### src/rtl/hazard_controller.sv
// Pipeline hazard controller: data-hazard bubbles, taken-branch flushes and
// data-memory wait freezes, with a wait timeout that parks the pipe in ERROR.
`ifndef REG_FILE_DEPTH
`define REG_FILE_DEPTH 4
`endif

module hazard_controller #(
    parameter int MEM_TIMEOUT = 255,
    parameter int CNT_WIDTH   = 16
) (
    input  logic                       clk,
    input  logic                       rst,
    input  logic [`REG_FILE_DEPTH-1:0] src1,
    input  logic [`REG_FILE_DEPTH-1:0] src2,
    input  logic                       src1_valid,
    input  logic                       src2_valid,
    input  logic [`REG_FILE_DEPTH-1:0] exe_dst,
    input  logic [`REG_FILE_DEPTH-1:0] mem_dst,
    input  logic                       exe_wb_en,
    input  logic                       mem_wb_en,
    input  logic                       exe_mem_read,
    input  logic                       forward_en,
    input  logic                       branch_taken,
    input  logic                       mem_req,
    input  logic                       mem_ready,
    output logic                       freeze_if,
    output logic                       freeze_id,
    output logic                       bubble_id,
    output logic                       flush,
    output logic                       freeze_exe_mem,
    output logic                       mem_timeout,
    output logic [CNT_WIDTH-1:0]       hazard_count,
    output logic [1:0]                 state
);
    // state    | meaning
    // RUN      | normal issue; data hazards bubble ID, taken branches flush
    // MEM_WAIT | data memory busy; whole pipe frozen while the wait counter runs
    // ERROR    | memory never answered; pipe frozen until rst
    typedef enum logic [1:0] {
        S_RUN      = 2'd0,
        S_MEM_WAIT = 2'd1,
        S_ERROR    = 2'd2,
        S_UNUSED   = 2'd3
    } state_t;

    localparam int WAIT_W = (MEM_TIMEOUT < 2) ? 1 : $clog2(MEM_TIMEOUT + 1);

    state_t              cur_state;
    state_t              nxt_state;
    logic [WAIT_W-1:0]   wait_cnt;
    logic                hazard1;
    logic                hazard2;
    logic                hazard;
    logic                mem_stall;
    logic                count_hazard;
    logic                wait_load;
    logic                wait_inc;
    logic                set_timeout;

    // With forwarding only a load in EXE cannot be bypassed in time.
    always_comb begin
        if (forward_en) begin
            hazard1 = src1_valid && exe_wb_en && exe_mem_read && (src1 == exe_dst);
            hazard2 = src2_valid && exe_wb_en && exe_mem_read && (src2 == exe_dst);
        end else begin
            hazard1 = src1_valid && ((exe_wb_en && (src1 == exe_dst)) ||
                                     (mem_wb_en && (src1 == mem_dst)));
            hazard2 = src2_valid && ((exe_wb_en && (src2 == exe_dst)) ||
                                     (mem_wb_en && (src2 == mem_dst)));
        end
    end

    assign hazard    = hazard1 || hazard2;
    assign mem_stall = mem_req && !mem_ready;
    assign state     = cur_state;

    always_comb begin
        freeze_if      = 1'b0;
        freeze_id      = 1'b0;
        bubble_id      = 1'b0;
        flush          = 1'b0;
        freeze_exe_mem = 1'b0;
        count_hazard   = 1'b0;
        wait_load      = 1'b0;
        wait_inc       = 1'b0;
        set_timeout    = 1'b0;
        nxt_state      = cur_state;

        case (cur_state)
            S_RUN: begin
                if (mem_stall) begin
                    freeze_if      = 1'b1;
                    freeze_id      = 1'b1;
                    freeze_exe_mem = 1'b1;
                    wait_load      = 1'b1;
                    nxt_state      = S_MEM_WAIT;
                end else if (branch_taken) begin
                    flush     = 1'b1;
                    bubble_id = 1'b1;
                end else if (hazard) begin
                    freeze_if    = 1'b1;
                    freeze_id    = 1'b1;
                    bubble_id    = 1'b1;
                    count_hazard = 1'b1;
                end
            end
            S_MEM_WAIT: begin
                if (!mem_ready) begin
                    freeze_if      = 1'b1;
                    freeze_id      = 1'b1;
                    freeze_exe_mem = 1'b1;
                    if (wait_cnt == WAIT_W'(MEM_TIMEOUT)) begin
                        set_timeout = 1'b1;
                        nxt_state   = S_ERROR;
                    end else begin
                        wait_inc = 1'b1;
                    end
                end else begin
                    // Completion cycle: the pipe moves again, so ID is judged as in RUN.
                    nxt_state = S_RUN;
                    if (branch_taken) begin
                        flush     = 1'b1;
                        bubble_id = 1'b1;
                    end else if (hazard) begin
                        freeze_if    = 1'b1;
                        freeze_id    = 1'b1;
                        bubble_id    = 1'b1;
                        count_hazard = 1'b1;
                    end
                end
            end
            S_ERROR: begin
                freeze_if      = 1'b1;
                freeze_id      = 1'b1;
                freeze_exe_mem = 1'b1;
            end
            default: nxt_state = S_RUN;
        endcase

        if (rst) begin
            freeze_if      = 1'b0;
            freeze_id      = 1'b0;
            bubble_id      = 1'b0;
            flush          = 1'b0;
            freeze_exe_mem = 1'b0;
            count_hazard   = 1'b0;
            wait_load      = 1'b0;
            wait_inc       = 1'b0;
            set_timeout    = 1'b0;
            nxt_state      = S_RUN;
        end
    end

    always_ff @(posedge clk) begin
        if (rst) begin
            cur_state    <= S_RUN;
            wait_cnt     <= '0;
            hazard_count <= '0;
            mem_timeout  <= 1'b0;
        end else begin
            cur_state <= nxt_state;
            if (wait_load) begin
                wait_cnt <= WAIT_W'(1);
            end else if (wait_inc) begin
                wait_cnt <= wait_cnt + WAIT_W'(1);
            end else begin
                wait_cnt <= '0;
            end
            if (set_timeout) begin
                mem_timeout <= 1'b1;
            end
            if (count_hazard && (hazard_count != '1)) begin
                hazard_count <= hazard_count + CNT_WIDTH'(1);
            end
        end
    end

endmodule
### config.mk
export PLATFORM = sky130hd
export DESIGN_NAME = hazard_controller
export DESIGN_NICKNAME = d
export VERILOG_FILES = /design/src/rtl/hazard_controller.sv
export SDC_FILE = /design/constraint.sdc
export NUM_CORES = 1
export LEC_CHECK = 0
export CORE_MARGIN = 5
export CORE_UTILIZATION = 49
export DETAILED_ROUTE_END_ITERATION = 10
export GPL_ROUTABILITY_DRIVEN = 0
export PLACE_DENSITY_LB_ADDON = 0.1
export RECOVER_POWER = 50
export SYNTH_ARGS = -nofsm -noshare
export SYNTH_HDL_FRONTEND = slang
export SYNTH_SLANG_ARGS = --single-unit
export TNS_END_PERCENT = 50
### constraint.sdc
create_clock -name clk -period 3 [get_ports clk]
set_input_delay 0.45 -clock clk [delete_from_list [all_inputs] [get_ports clk]]
set_output_delay 0.45 -clock clk [all_outputs]
set_load 0.01 [all_outputs]
==> Yosys cells after proc, flatten, opt, wreduce, memory -nomap -nowiden <==
Index checks and enable logic that the tools add are counted.
{ "word_totals": {"register_bits": 27, "in_bits": 27, "out_inout_bits": 24, "elab_cells": 82} }
{ "op_classes": {"addsub": 2, "n_eq_ne": 10, "mux": 42, "n_bitwise": 2, "n_reduce_logical": 21} }
{ "ops": {"columns": ["op", "n"], "rows": [
  ["$mux 1", 33],
  ["$add 16x1->16 const B", 1],
  ["$eq 4x4->1", 4],
  ["$ne 16x16->1 const B", 1],
  ["$logic_and 1x1->1", 14],
  ["$add 8x1->8 const B", 1],
  ["$eq 8x8->1 const B", 1],
  ["$mux 2", 3],
  ["$pmux 1 s2", 3],
  ["$pmux 1 s3", 2],
  ["$pmux 2 s3", 1],
  ["$logic_or 1x1->1", 3],
  ["$ne 3x3->1 const B", 1],
  ["$reduce_and 3->1", 1],
  ["$reduce_or 3->1", 1],
  ["$eq 2x1->1 const B", 1],
  ["$eq 2x2->1 const B", 1],
  ["$logic_not 2->1", 1],
  ["$ne 2x2->1 const B", 1],
  ["$not 1->1", 2],
  ["$logic_not 1->1", 1]
]} }

==> Depth between registers and ports, before layout <==
{ "logic_depth": {"word_depth": 12, "depth_mapped": 9, "mapped_depth_nobuf": 8} }

==> Worst setup path before layout <==
Ideal clock, no wire load.
{ "synth_timing": {"path_type": "input-to-output", "from": "input src1[1]", "to": "output bubble_id", "arrival_time_ps": 1769, "setup_slack_ps": 781, "cell_stages": 8, "n_path_buf": 2, "cell_sequence": "xor2_1 -> nor3_1 -> nand4_1 -> o21a_1 -> and2_1 -> buf_2 -> buf_2 -> a21boi_0"} }
{ "synth_via": {"elab_chain_len": 11} }
{ "synth_lines": {"columns": ["element", "line_no", "source"], "rows": [
  ["from (decl)", "13", "input logic [`REG_FILE_DEPTH-1:0] src1,"],
  ["$eq 4x4->1 (on tied branches)", "63, 66, 67", null],
  ["$logic_and 1x1->1 (on tied branches)", "66, 67", null],
  ["$logic_or 1x1->1", "66", "hazard1 = src1_valid && ((exe_wb_en && (src1 == exe_dst)) ||"],
  ["$logic_and 1x1->1", "66", null],
  ["$mux 1 *", "62", "if (forward_en) begin"],
  ["$logic_or 1x1->1 *", "73", "assign hazard = hazard1 || hazard2;"],
  ["$mux 1 *", "100, 124", null],
  ["$mux 1 *", "121", "if (branch_taken) begin"],
  ["$mux 1 (on tied branches)", "108, 91", null],
  ["$pmux 1 s2 *", "89", "case (cur_state)"],
  ["$mux 1 *", "140", "if (rst) begin"],
  ["to (decl)", "28", "output logic bubble_id,"]
]} }
Every way passes the cells marked *; elsewhere a longest branch is shown, timed or not.

==> Worst setup path in the final report <==
{ "layout_timing": {"from": "input rst", "to": "output flush"} }
{ "layout_via": {"elab_chain_len": 1} }
{ "layout_lines": {"columns": ["element", "line_no", "source"], "rows": [
  ["from (decl)", "12", "input logic rst,"],
  ["$mux 1", "140", null],
  ["to (decl)", "29", "output logic flush,"]
]} }
Every way passes these cells.

==> flow_summary.toml <==
[logic_synthesis]
synth-simple-area-share = 0.3082
ys_seq_area_frac = 0.3388
synthTopCellsByCount = "dfxtp_1 (27), nor2_1 (22), nand4_1 (14)"
synth_fp_nets = 221
ys_types = 38
yosys.area.top_type = "dfxtp_1"
synthMuxAreaShare = 0.03451
synth_area_leaders = "dfxtp_1 (34%), xnor2_1 (6.0%), xor2_1 (6.0%)"
syn_avg_cell_area_um2 = 8.309
yosys_warnings = 0
synthCells = 192
ys_seq_elements = 27
async_reset_ff_frac = 0
yosys.area_share.xor_xnor = 0.1208
synth_compound_area_frac = 0.1451
synthAdderAreaFrac = 0.01569
synth_top_family_by_area = "simple AND/OR/NAND/NOR gates"
synth.most_common_cell = "dfxtp_1"
synthFlopType = "dfxtp_1"
synth_edf_count = 0
synth.cell_area_mm2 = 0.001595
netlist.area_leader.share = 0.3388

[final_layout]
postLayoutCoreUtil = 0.7134
synthToLayoutAreaGrowth_pct = 37.65
final_area_mm2 = 0.002196
nNetsFinal = 275
drive_gt1_frac = 0.07347
diodes = 0

[hold_path]
hold_class = "reg2reg"

[die]
io_pins = 51
die_w_um = 67.06
initial_core_util = 0.5183
core_mm2 = 0.003078
rows = 20
die_height_um = 67.06
die_area_mm2 = 0.004497

[clocking]
clockBufferDepth = 2
cts-resized-gates = 0
cts.clk_slew.worst_paths_ns = 0.16
cts_max_level = 1
clock-sinks = 27
cts_hold_repair.buffers = 0
clkLatencyLatePin_ns = 0.33
root_buffer = "clkbuf_4"
cts_setup_buffers = 0
numCtsBuffers = 3
cts_tree = "yes"

[critical_path]
crit_buf_inv = 3
worstPathCellList = "dlygate4sd3_1 > clkbuf_1 > nor3_1 > clkdlybuf4s50_1"
startpoint_type = "input pin"
critPathTopFamily = "buffers and inverters"
cp_max_fo = 8
arrival_ns = 2.10
endpoint_kind = "output port"
slowest_stage = "dlygate4sd3_1"
slowest_delay_ns = 0.66
cp.required_ns = 2.55
worstSetupPathType = "in2out"

[grt]
grt_util_met1 = 0.2276
grt_pass1_vias = 1697
grt_pass1_wl_um = 7320
grt_max_degree = 23
overflow = 0
grt_usage = 0.2046
antenna_found_initial = 0
use_met3 = 0.04722
busiest_layer = "met2"
grt_util_met2 = 0.3828

[sta]
tns_ns = 0
period_minus_slack_ns = 2.547
drv_slew = 0
rsz0062_at_grt = "no"
slew_headroom = 0.6397
hold_viol_final = 0
layout_setup_ws_ns = 0.4528
setup_violations = 0
fmax_ghz = 0.3926
post-route-period-util = 0.8491
worst_slew_pin_slew_ns = 0.5381
whs_ns = 0.5067
fin_worst_skew_ns = 0.007401

[power]
p_per_area_mw_per_mm2 = 295.3
peakVddDrop_v = 0.0001953
power.leakage_nw = 0.8125

[run]
cap_violations = 0

[outcome]
status = "completed"

[route]
wl_um = 4287
drt-vias-per-instance = 5.751
drc_errors = 0
final_antenna_net_count = 0
wl_per_cell_um = 14.83
num_vias = 1662
drtPass1Iterations = 4
drtIter0Drc = 113

[placed_design]
dp_hpwl_um = 3401
place_ws_ns = 0.04239
dpl-instance-area_mm2 = 0.002152
place.port_buffers = 50
tightest hold or removal path, cell delays in order, from the launching register on:
cell and delay [ns]:
dfxtp_1 0.36, a31oi_1 0.04, nor2_1 0.08
final cells by class:
type	instances	area [um^2]
Multi-Input combinational cell	153	1006
Fill cell	272	882.1
Clock inverter	1	7.507
Timing Repair Buffer	55	541.8
Tap cell	44	55.05
Sequential cell	27	540.5
Clock buffer	3	22.52
Inverter	6	22.52
metal layers:
layer	up-vias	wire length (um)
li1	805	-
met1	799	1750
met2	54	2266
met3	4	244
met4	0	25
met5	-	0
where the power goes:
group	leakage (nW)	total (mW)	switching [mW]	internal, mW
Combinational	0.581	0.117	0.0537	0.0629
Clock	0.0139	0.168	0.117	0.0511
Sequential	0.218	0.364	0.00373	0.360
Total	0.812	0.649	0.174	0.474
flip-flops by register name, indices dropped and copies added, names as in the netlist:
name	count
state	2
hazard_count	16
wait_cnt	8
mem_timeout	1
cells by family (layout without fill, tap and decap cells):
kind of cell / after synthesis / count (layout)
adder cells (fa/ha/maj): 2 / 2
buffers and inverters: 12 / 65
flip-flops: 27 / 27
multiplexers: 5 / 5
AND/OR/NAND/NOR: 89 / 89
AO/OA/AOI/OAI: 35 / 35
XOR/XNOR: 22 / 22
cells in the final DEF (no fill, tap or decap), types with 5 or more instances in the layout:
cell,instances
clkdlybuf4s50_1,31
dfxtp_1,27
nor2_1,22
dlygate4sd3_1,16
nand4_1,14
nand3_1,12
xnor2_1,11
xor2_1,11
a21oi_1,11
nand2_1,7
nor2b_1,7
nor3_1,7
inv_1,6
o31ai_1,6
or4_1,6
o21ai_0,5
per-stage QoR:
step	power, mW	instances
floorplan	0.4224	192
global route	0.6734	289
CTS	0.6505	289
global placement	0.4848	285
detailed placement	0.4881	285
finish	0.6485	289
path summary, 6_finish.rpt:
check	from	endpoint	slack, ns	cells after the start
min reg2reg	mem_timeout	mem_timeout	0.51	2
max reg2reg	hazard_count[0]	hazard_count[6]	0.78	7
min	mem_timeout	mem_timeout	0.51	2
max	rst	flush	0.45	4
Note: power is estimated with default switching activity, not from simulation.
